$ cat config.mk
export PLATFORM = sky130hd
export DESIGN_NAME = myproject_mul_share_arb
export DESIGN_NICKNAME = d
export VERILOG_FILES = /design/src/rtl/myproject_mul_share_pkg.sv /design/src/rtl/myproject_mul_share_dsp.sv /design/src/rtl/myproject_mul_share_arb.sv
export SDC_FILE = /design/constraint.sdc
export NUM_CORES = 1
export LEC_CHECK = 0
export ABC_CLOCK_PERIOD_IN_PS = 10510
export BUFFER_PORTS_ARGS = -buffer_cell sky130_fd_sc_hd__buf_2
export CORE_MARGIN = 8
export CORE_UTILIZATION = 35
export CTS_BUF_LIST = sky130_fd_sc_hd__clkbuf_16
export CTS_CLUSTER_DIAMETER = 30
export DETAILED_ROUTE_END_ITERATION = 10
export PLACE_DENSITY_LB_ADDON = 0.15
export REMOVE_ABC_BUFFERS = 1
export SYNTH_ARGS = -nofsm -noshare
export SYNTH_HDL_FRONTEND = slang
export SYNTH_SLANG_ARGS = --single-unit
$ cat constraint.sdc
create_clock -name ap_clk -period 10.51 [get_ports ap_clk]
set_clock_uncertainty 0.2 [all_clocks]
set_input_delay 0 -clock ap_clk [delete_from_list [all_inputs] [get_ports ap_clk]]
set_output_delay 0 -clock ap_clk [all_outputs]
set_load 0.03 [all_outputs]
$ cat src/rtl/myproject_mul_share_pkg.sv
// Shared widths and helpers for the shared-multiplier arbiter.
// The operands are signed 16 and 7 bits wide. The full-precision product is 23 bits wide.
package myproject_mul_share_pkg;

    localparam int DIN0_W    = 16;
    localparam int DIN1_W    = 7;
    localparam int DOUT_W    = 23;
    localparam int MAX_N_REQ = 8;

    // Number of bits needed to index n items. The result is never less than 1.
    function automatic int idx_w(input int n);
        int w;
        w = 1;
        while ((1 << w) < n) begin
            w = w + 1;
        end
        return w;
    endfunction

endpackage

$ cat src/rtl/myproject_mul_share_dsp.sv
// Signed 16x7 -> 23 multiplier with NUM_STAGE clock-enabled product registers.
// The registers carry no reset, so the multiplier can be packed into a single DSP slice.
module myproject_mul_share_dsp
    import myproject_mul_share_pkg::*;
#(
    parameter int NUM_STAGE = 2
) (
    input  logic                     clk_i,
    input  logic                     ce_i,
    input  logic signed [DIN0_W-1:0] a_i,
    input  logic signed [DIN1_W-1:0] b_i,
    output logic signed [DOUT_W-1:0] p_o
);

    logic signed [DOUT_W-1:0] prod;
    logic signed [DOUT_W-1:0] p_q [NUM_STAGE];

    // Both operands are sign-extended to the product width, so the product is exact.
    assign prod = DOUT_W'(a_i) * DOUT_W'(b_i);

    always_ff @(posedge clk_i) begin
        if (ce_i) begin
            p_q[0] <= prod;
            for (int s = 1; s < NUM_STAGE; s++) begin
                p_q[s] <= p_q[s-1];
            end
        end
    end

    assign p_o = p_q[NUM_STAGE-1];

endmodule

$ cat src/rtl/myproject_mul_share_arb.sv
// N_REQ requesters share one pipelined multiplier through a round-robin arbiter.
// The owner index and valid bit travel alongside the product, and the result comes back as a one-hot strobe.
module myproject_mul_share_arb
    import myproject_mul_share_pkg::*;
#(
    parameter int N_REQ      = 4,
    parameter int NUM_STAGE  = 2,
    parameter int din0_WIDTH = DIN0_W,
    parameter int din1_WIDTH = DIN1_W,
    parameter int dout_WIDTH = DOUT_W
) (
    input  logic                          ap_clk,
    input  logic                          ap_rst_n,
    input  logic                          en,
    input  logic [N_REQ-1:0]              req_valid,
    output logic [N_REQ-1:0]              req_ready,
    input  logic [N_REQ*din0_WIDTH-1:0]   req_a,
    input  logic [N_REQ*din1_WIDTH-1:0]   req_b,
    output logic [N_REQ-1:0]              rsp_valid,
    output logic signed [dout_WIDTH-1:0]  rsp_dout,
    output logic [2:0]                    inflight
);

    localparam int IW   = idx_w(N_REQ);
    localparam int LAST = NUM_STAGE - 1;

    logic [IW-1:0]                ptr_q, ptr_d;
    logic [IW-1:0]                gnt_idx;
    logic                         found;
    logic                         accept;
    logic                         ret;
    int                           rr_idx;
    logic [NUM_STAGE-1:0]         vld_q;
    logic [IW-1:0]                own_q [NUM_STAGE];
    logic [2:0]                   inflight_q, inflight_d;
    logic signed [din0_WIDTH-1:0] a_sel;
    logic signed [din1_WIDTH-1:0] b_sel;
    logic signed [dout_WIDTH-1:0] dsp_p;

    // Round-robin search starts at ptr_q and wraps. The first valid requester found wins the grant.
    always_comb begin
        gnt_idx = '0;
        found   = 1'b0;
        rr_idx  = 0;
        for (int off = 0; off < N_REQ; off++) begin
            rr_idx = int'(ptr_q) + off;
            if (rr_idx >= N_REQ) begin
                rr_idx = rr_idx - N_REQ;
            end
            if (!found && req_valid[rr_idx]) begin
                found   = 1'b1;
                gnt_idx = IW'(rr_idx);
            end
        end
    end

    assign accept    = found & en & ap_rst_n;
    assign req_ready = accept ? (N_REQ'(1) << gnt_idx) : '0;
    assign ptr_d     = (gnt_idx == IW'(N_REQ - 1)) ? '0 : gnt_idx + IW'(1);
    assign ret       = vld_q[LAST] & en;

    assign a_sel = req_a[int'(gnt_idx)*din0_WIDTH +: din0_WIDTH];
    assign b_sel = req_b[int'(gnt_idx)*din1_WIDTH +: din1_WIDTH];

    always_comb begin
        inflight_d = inflight_q;
        case ({accept, ret})
            2'b10:   inflight_d = inflight_q + 3'd1;
            2'b01:   inflight_d = inflight_q - 3'd1;
            default: inflight_d = inflight_q;
        endcase
    end

    always_ff @(posedge ap_clk or negedge ap_rst_n) begin
        if (!ap_rst_n) begin
            ptr_q      <= '0;
            vld_q      <= '0;
            inflight_q <= '0;
        end else if (en) begin
            vld_q[0] <= accept;
            for (int s = 1; s < NUM_STAGE; s++) begin
                vld_q[s] <= vld_q[s-1];
            end
            if (accept) begin
                ptr_q <= ptr_d;
            end
            inflight_q <= inflight_d;
        end
    end

    // The owner tags are data. They have no reset because they are only meaningful when vld_q is set.
    always_ff @(posedge ap_clk) begin
        if (en) begin
            own_q[0] <= gnt_idx;
            for (int s = 1; s < NUM_STAGE; s++) begin
                own_q[s] <= own_q[s-1];
            end
        end
    end

    myproject_mul_share_dsp #(
        .NUM_STAGE(NUM_STAGE)
    ) u_dsp (
        .clk_i (ap_clk),
        .ce_i  (en),
        .a_i   (a_sel),
        .b_i   (b_sel),
        .p_o   (dsp_p)
    );

    assign rsp_valid = vld_q[LAST] ? (N_REQ'(1) << own_q[LAST]) : '0;
    assign rsp_dout  = vld_q[LAST] ? dsp_p : '0;
    assign inflight  = inflight_q;

endmodule

=== Word-level counts from Yosys, hierarchy flattened ===
Memories as Yosys holds them, arrays and structs flattened.
Index checks and enable logic that the tools add are counted.

* Register bits after elaboration: 7
* RAM bits: 50
* Bits of input ports: 99
* Output and inout bits: 34
* Word-level logic and storage cells: 75
* Memories: 2

{| class="wikitable"
|+ Memory list
! name !! depth !! width !! read ports !! clocked after Yosys merged registers in !! write ports !! line !! source
|-
| u_dsp.p_q || 2 || 23 || 2 || 0 || 2 || myproject_mul_share_dsp.sv:16 || <nowiki>logic signed [DOUT_W-1:0] p_q [NUM_STAGE];</nowiki>
|-
| own_q || 2 || 2 || 2 || 0 || 2 || myproject_mul_share_arb.sv:34 || <nowiki>logic [IW-1:0] own_q [NUM_STAGE];</nowiki>
|}

* Add/subtract/negate cells: 10
* Multiply operators: 2
* Magnitude comparators: 8
* Equal/unequal tests: 3
* Shift operators: 4
* Muxes and demuxes: 31
* Bitwise logic cells: 3
* Reduce and logical (&&, ||, !) cells: 9

{| class="wikitable"
|+ Operators by type and width
! cell !! number
|-
| < comparator 32 x 4 -> 1 bit (second input constant) || 4
|-
| two-way mux 32 bit || 4
|-
| indexed part select 64 x 7 -> 16 bit || 1
|-
| indexed part select 28 x 6 -> 7 bit || 1
|-
| multiplier 16 x 7 -> 23 bit || 1
|-
| two-way mux 23 bit || 1
|-
| two-way mux 1 bit || 14
|-
| subtractor 3 x 3 -> 4 bit (second input constant) || 3
|-
| two-way mux 2 bit || 5
|-
| >= comparator 3 bit (second input constant) || 3
|-
| binary-select mux 1 bit (select 2 bit) || 4
|-
| two-way mux 4 bit || 2
|-
| left shift 1 x 2 -> 4 bit (first input constant) || 2
|-
| adder 2 x 2 -> 3 bit (second input constant) || 2
|-
| one-hot mux 3 bit (2 select lines) || 1
|-
| multiplier 2 x 3 -> 5 bit (second input constant) || 1
|-
| == test 2 bit (second input constant) || 2
|-
| AND reduction 2 bit || 2
|-
| subtractor 2 x 3 -> 4 bit (second input constant) || 1
|-
| adder 2 x 1 -> 3 bit (second input constant) || 1
|-
| adder 3 x 1 -> 3 bit (second input constant) || 1
|-
| bitwise AND 1 bit || 3
|-
| >= comparator 2 x 3 -> 1 bit (second input constant) || 1
|-
| logical AND 1 bit || 3
|-
| other kinds (5) || 7
|}

=== Logic depth before layout (Yosys ltp) ===
Gate-level depths: netlist of run 1.

* Word-level depth: 20
* Gate-level depth with buffers: 25
* Depth with buffers taken out: 22

=== Cells and area by module ===
Synthesis of run 1 repeated with hierarchy kept, for this count alone.

* Cell total of the unflattened synthesis: 722
* Area, all modules: 7,289.5 um2

{| class="wikitable"
|+ By module, submodules not included
! module !! instances !! cells an instance !! area an instance (um2)
|-
| myproject_mul_share_dsp || 1 || 562 || 5,748.0
|-
| myproject_mul_share_arb || 1 || 160 || 1,541.5
|}

=== Worst setup path after synthesis of run 1 ===
No wires, ideal clock.

* Kind: reg2reg
* Start point: register ptr_q[0]
* End point: memory u_dsp.p_q[0][22] (data pin)
* Setup time: 0.271 ns
* Arrival time: 5.594 ns
* Slack: 4.445 ns
* Stages on the path, launching flop included: 21
* Path buffers: 3
* Period minus slack after synthesis: 6.065 ns
* Cells stage by stage: dfrtp_1 -> nor2b_1 -> a211o_1 -> a21oi_4 -> buf_4 -> mux2_2 -> buf_2 -> nor2_1 -> fa_1 -> fa_1 -> inv_1 -> fa_1 -> fa_1 -> inv_1 -> ha_1 -> clkbuf_1 -> and3_1 -> a221o_1 -> and3_1 -> a211oi_1 -> o211ai_1

{| class="wikitable"
|+ RTL lines
! what !! line !! source
|-
| start: declaration || myproject_mul_share_arb.sv:27 || <nowiki>logic [IW-1:0] ptr_q, ptr_d;</nowiki>
|-
| start signal: assignment || myproject_mul_share_arb.sv:85 || <nowiki>ptr_q <= ptr_d;</nowiki>
|-
| end: declaration || myproject_mul_share_dsp.sv:16 ||
|}

==> results.cfg, run 1 <==
[timing]
fmax_ghz = 0.137
fin_crit_sh_pct = 69.4
worstMarginPinSlew_ns = 0.861
finalSetupViolCount = 0
min_period_ns = 7.30
slew-limit-headroom_pct = 42.4
finalWorstSetupSlack_ns = 3.21
hold_viol = 0
totalNegativeSetupSlack_ns = 0
rsz0062_at_grt = no
maxSlewViolCount = 0

[synthesis]
syn_inst = 673
ys_seq_elements = 57
netlist.area_leader.share_pct = 24.8
synth_area_leaders = fa_1 25%, edfxtp_1 22%, ha_1 9.3%, mux2i_1 6.9%, inv_1 6.3%
dominantRegCellSynth = edfxtp_1
yosysSeqAreaShare_pct = 24.5
synth_edf_count = 50
synth_area_um2 = 6850
syn_area_per_cell_um2 = 10.2
yosys_warnings = 0
synthDistinctLibCells = 50
async_flop_share_pct = 12.3
synth.largest_area_cell = fa_1

[worst_hold_path]
holdPathEnd = own_q[0][0]
holdCritPathClass = in -> reg
hold_depth = 2
hold_start = en

[routing]
drtIter0Drc = 193
drcViolationCount = 0
ant_nets = 0
vias = 4994
first_pass_iters = 4
wl_mm = 15.7
wl_per_cell_um = 14.6
vias_per_cell = 4.67

[die]
start_util_pct = 35.4
core-area_um2 = 19300
io_pins = 133
die_y_um = 156
chipWidth_um = 156
placementRows = 51
die_area_um2 = 24300

[global_routing]
antenna_found_initial = 0
grt_use_total_pct = 13.8
grt_max_degree = 56
grt_pass1_vias = 5775
grt-ovfl-total = 0
grt_pass1_wl_mm = 27.0

[place]
dp.cells = 1052
portBuffers = 132
gp_congestion = 0.799
hpwl_mm = 12.8
dp_slack_ns = 3.18
postPlaceCellArea_um2 = 7740

[final_layout]
fin_area_um2 = 8060
final_layout_size_suffix_gt1_share_pct = 22.5
area_growth_pct = 17.7
final_common_cell = buf_2
final_nets = 1035
mostFrequentLayoutCells = 132 x buf_2, 115 x inv_1, 92 x nor2_1, 85 x fa_1, 51 x ha_1
stdcell_count = 1070
n_antenna_cell = 0
n_fill_cell = 1909

[setup_path]
end_kind = flip-flop
worstPathArrival_ns = 7.16
startpoint_type = flip-flop
worstPathRequired_ns = 10.37
r2r-end = u_dsp.p_q[0][22]
regToRegStartpoint = ptr_q[1]
path_class = reg -> reg
r2r_setup_slack_ns = 3.21
critPathMaxFanout = 29
ff2ff_path_depth = 22

[clock_tree]
clock_sinks = 57
clk_latency_ns = 0.33
cts_buffers = 9
clk_pin_slew_ns = 0.05
tritoncts = built
cts-root-buf = clkbuf_16
cts_buffer_depth = 2
cts-resized-gates = 0
cts_setup_buffers = 0
cts.htree.levels = 3

[run_status]
status = completed

[job]
drv_cap = 0
## Yosys cell counts (8+ instances only)
master      n
inv_1     115
nor2_1     92
fa_1       85
ha_1       51
edfxtp_1   50
mux2i_1    47
and2_1     40
mux2_2     24
nand2_1    21
a21oi_1    18
xnor2_1    18
or2_1      13
buf_2       8
o21ai_0     8
## routing by layer
layer	GRT usage (%)	vias to the layer above	part of all wire, %
met4	3.74	0	1.2
met2	26.3	71	54
met5	0	-	0
met1	15.4	2480	42
met3	2.35	12	2.7
li1	-	2431	-
## how the worst max path moves through the flow
stage | end | start
after floorplan | u_dsp.p_q[0][19] | ptr_q[0]
after global placement | u_dsp.p_q[0][18] | ptr_q[1]
after detailed placement | u_dsp.p_q[0][22] | ptr_q[1]
after CTS | u_dsp.p_q[0][22] | ptr_q[1]
after global routing | u_dsp.p_q[0][22] | ptr_q[0]
final | u_dsp.p_q[0][22] | ptr_q[1]
## critical path, stage by stage, from the launching register on
cell and delay (ns):
dfrtp_1 0.46, a21o_1 0.15, a21oi_1 0.09, o22ai_4 0.65, buf_4 0.53, mux2i_1 0.24
mux2_2 0.42, nor2_1 0.11, fa_1 0.55, inv_1 0.06, fa_1 0.52, inv_1 0.06
fa_1 0.52, inv_1 0.05, fa_1 0.53, inv_1 0.04, ha_1 0.33, o211ai_1 0.10
o21ai_0 0.44, o2111ai_1 0.27, a21oi_1 0.37, a2111o_1 0.21, o211ai_1 0.10
## cell families (layout without fill, tap and decap cells)
logic type	count (synthesis)	in the layout	synth area share [%]
buf+inv	136	268	8.09
fa+ha+maj	136	136	34.2
flops	57	57	24.5
simple gates	188	188	13.1
mux	72	72	11.0
xor+xnor	25	25	3.20
compound gates	59	59	5.96
## final cells by class
class | count | area (µm²) | share of cell area [%]
inverters | 116 | 435 | 5.40
clock inverters | 7 | 70.1 | 0.869
well taps | 265 | 332 | 4.11
clock buffers | 9 | 225 | 2.79
multi-input cells | 480 | 4630 | 57.4
repair buffers | 136 | 696 | 8.63
flip-flops and latches | 57 | 1680 | 20.8
## timing repair
item | CTS | global route
setup endpoints to repair | 0 | 0
hold buffers | 2 | 0
hold endpoints to repair | 8 | 0
## registers in the layout, indices dropped and copies added (netlist names)
name	cells
own_q	4
inflight	3
vld_q	2
ptr_q	2
u_dsp.p_q	46
## through the flow
stage          utilization, %  hold WS [ns]
6_report                 41.7         0.119
4_1_cts                  41.7         0.112
2_1_floorplan               -        -0.496
3_3_place_gp             40.1        -0.329
3_5_place_dp             40.1        -0.323
5_1_grt                  41.7         0.159
Power of run 1 is left out: the tool's default activity adds up to more than one toggle a clock period on the data nets, which glitch-free logic cannot reach.
==> run 2: changes to the inputs <==
--- a/config.mk
+++ b/config.mk
@@ -5,7 +5,7 @@
 export SDC_FILE = /design/constraint.sdc
 export NUM_CORES = 1
 export LEC_CHECK = 0
-export ABC_CLOCK_PERIOD_IN_PS = 10510
+export ABC_CLOCK_PERIOD_IN_PS = 6100
 export BUFFER_PORTS_ARGS = -buffer_cell sky130_fd_sc_hd__buf_2
 export CORE_MARGIN = 8
 export CORE_UTILIZATION = 35
==> constraint.sdc (replaced) <==
create_clock -name ap_clk -period 6.1 [get_ports ap_clk]
set_clock_uncertainty 0.2 [all_clocks]
set_input_delay 0 -clock ap_clk [delete_from_list [all_inputs] [get_ports ap_clk]]
set_output_delay 0 -clock ap_clk [all_outputs]
set_load 0.03 [all_outputs]
==> results.cfg, run 2 (synthesis results as in run 1) <==
[routing]
drcViolationCount = 0
wl_mm = 15.8
drtIter0Drc = 176
ant_nets = 0
vias_per_cell = 4.65
wl_per_cell_um = 14.0
vias = 5249
first_pass_iters = 4

[setup_path]
crit_chain = a21o_1, a21oi_2, o22ai_4, buf_12, clkbuf_16, mux2i_1, mux2_4, buf_4, nor2_1, fa_1, fa_1, fa_1, inv_1, fa_1, inv_1, ha_1, buf_4, o211ai_1, o21ai_1, o2111ai_2, a21oi_1, buf_4, a2111o_1, o211ai_1
worstPathArrival_ns = 5.97
startpoint_type = flip-flop
path_common_cell = fa_1
path_class = reg -> reg
end_kind = flip-flop
cp_slowest_stage_delay_ns = 0.53
worstPathRequired_ns = 6.08
critPathMaxFanout = 7
crit_slowest_cell = fa_1

[global_routing]
grt_use_met3_pct = 2.49
grt_max_degree = 56
antenna_found_initial = 0
grt_use_met1_pct = 14.6
grt_pass1_vias = 5765
grt_pass1_wl_mm = 26.5
gr-max-usage-layer = met2
grt-ovfl-total = 0
grt_util_met2_pct = 25.9
grt_use_total_pct = 13.5

[final_layout]
n_fill_cell = 1847
final_core_util_pct = 45.2
stdcell_count = 1128
mostFrequentLayoutCells = 132 x buf_2, 115 x inv_1, 85 x nor2_1, 84 x fa_1, 54 x buf_4
largest_register = u_dsp.p_q
final_nets = 1093
final_layout_size_suffix_gt1_share_pct = 30.6
area_growth_pct = 27.6
multi_input_area_um2 = 4780
n_antenna_cell = 0
final_common_cell = buf_2
largest_reg_flops = 46
regArea_um2 = 1680

[timing]
maxSlewViolCount = 0
min_period_ns = 5.99
rsz0062_at_grt = yes
hold_viol = 0
finalWorstSetupSlack_ns = 0.108
fin_crit_sh_pct = 98.2
slew-limit-headroom_pct = 52.9
fmax_ghz = 0.167
worstMarginPinSlew_ns = 0.707
finalSetupViolCount = 0

[die]
chipWidth_um = 156
die_y_um = 156
start_util_pct = 35.4
placementRows = 51
die_area_um2 = 24300
io_pins = 133
core-area_um2 = 19300

[clock_tree]
cts-root-buf = clkbuf_16
clk_pin_slew_ns = 0.05
clock_sinks = 57
cts.htree.levels = 3
cts_buffer_depth = 2
clk_latency_ns = 0.33
tritoncts = built
cts_buffers = 9

[worst_hold_path]
holdCritPathClass = in -> reg

[job]
drv_cap = 0

[place]
hpwl_mm = 13.2
dp.cells = 1104
portBuffers = 132
dp_slack_ns = -0.0314
gp_congestion = 0.874

[run_status]
status = completed
## run 2: cell types whose count changed in the layout (fill, tap and decap cells not counted), moves of 4 or more
cell,delta
buf_4,+52
mux2_2,-8
mux2_4,+8
nor2_1,-7
ha_1,-6
nor2_2,+6
buf_12,+4
ha_4,+4
## run 2: final timing paths
check	to	start	slack [ns]	depth (start not counted)
max reg2reg	u_dsp.p_q[0][22]	ptr_q[1]	0.11	24
max	u_dsp.p_q[0][22]	ptr_q[1]	0.11	24
min in group asynchronous	ptr_q[0]	ap_rst_n	0.51	3
max in group asynchronous	inflight[2]	ap_rst_n	4.87	3
min	own_q[0][1]	en	0.12	2
min reg2reg	u_dsp.p_q[0][25]	u_dsp.p_q[0][2]	0.22	0
## run 2: area by class of cell
cell class	count	share of cell area, %
multi-input combinational	480	54.7
inverter	116	5.01
clock inverter	7	0.802
timing repair buffer	194	13.9
sequential	57	19.2
tap	265	3.79
clock buffer	9	2.58
## run 2: layer usage
metal	wire length, µm	vias to the layer above
li1	-	2549
met1	6430	2585
met2	8470	96
met3	568	19
met4	284	0
met5	0	-
## run 2: metrics by stage
step / hold slack [ns] / setup TNS [ns] / instance area (µm²)
2_1_floorplan: -0.496 / -15.80 / 6730
3_3_place_gp: -0.332 / 0 / 8170
3_5_place_dp: -0.322 / -0.0787 / 8170
4_1_cts: 0.0997 / 0 / 8500
5_1_grt: 0.153 / -0.227 / 8740
6_report: 0.123 / 0 / 8740
## run 2: timing repair
action	4_1_cts	5_1_grt
gates resized for setup	3	34
endpoints found under the setup margin	5	8
setup buffers	1	3
hold endpoints to repair	8	0
hold buffers	2	0
gates cloned	0	2
pin swaps	1	12
## run 2: worst max-delay path, delay by kind of cell (launching register included)
family / cells / cell delay [ns]
flip-flops: 1 / 0.40
AND/OR/NAND/NOR: 1 / 0.14
multiplexers: 2 / 0.43
AO/OA/AOI/OAI: 9 / 1.48
buffers and inverters: 7 / 0.90
adder cells (fa/ha/maj): 5 / 2.27
Power of run 2 is left out for the same reason.
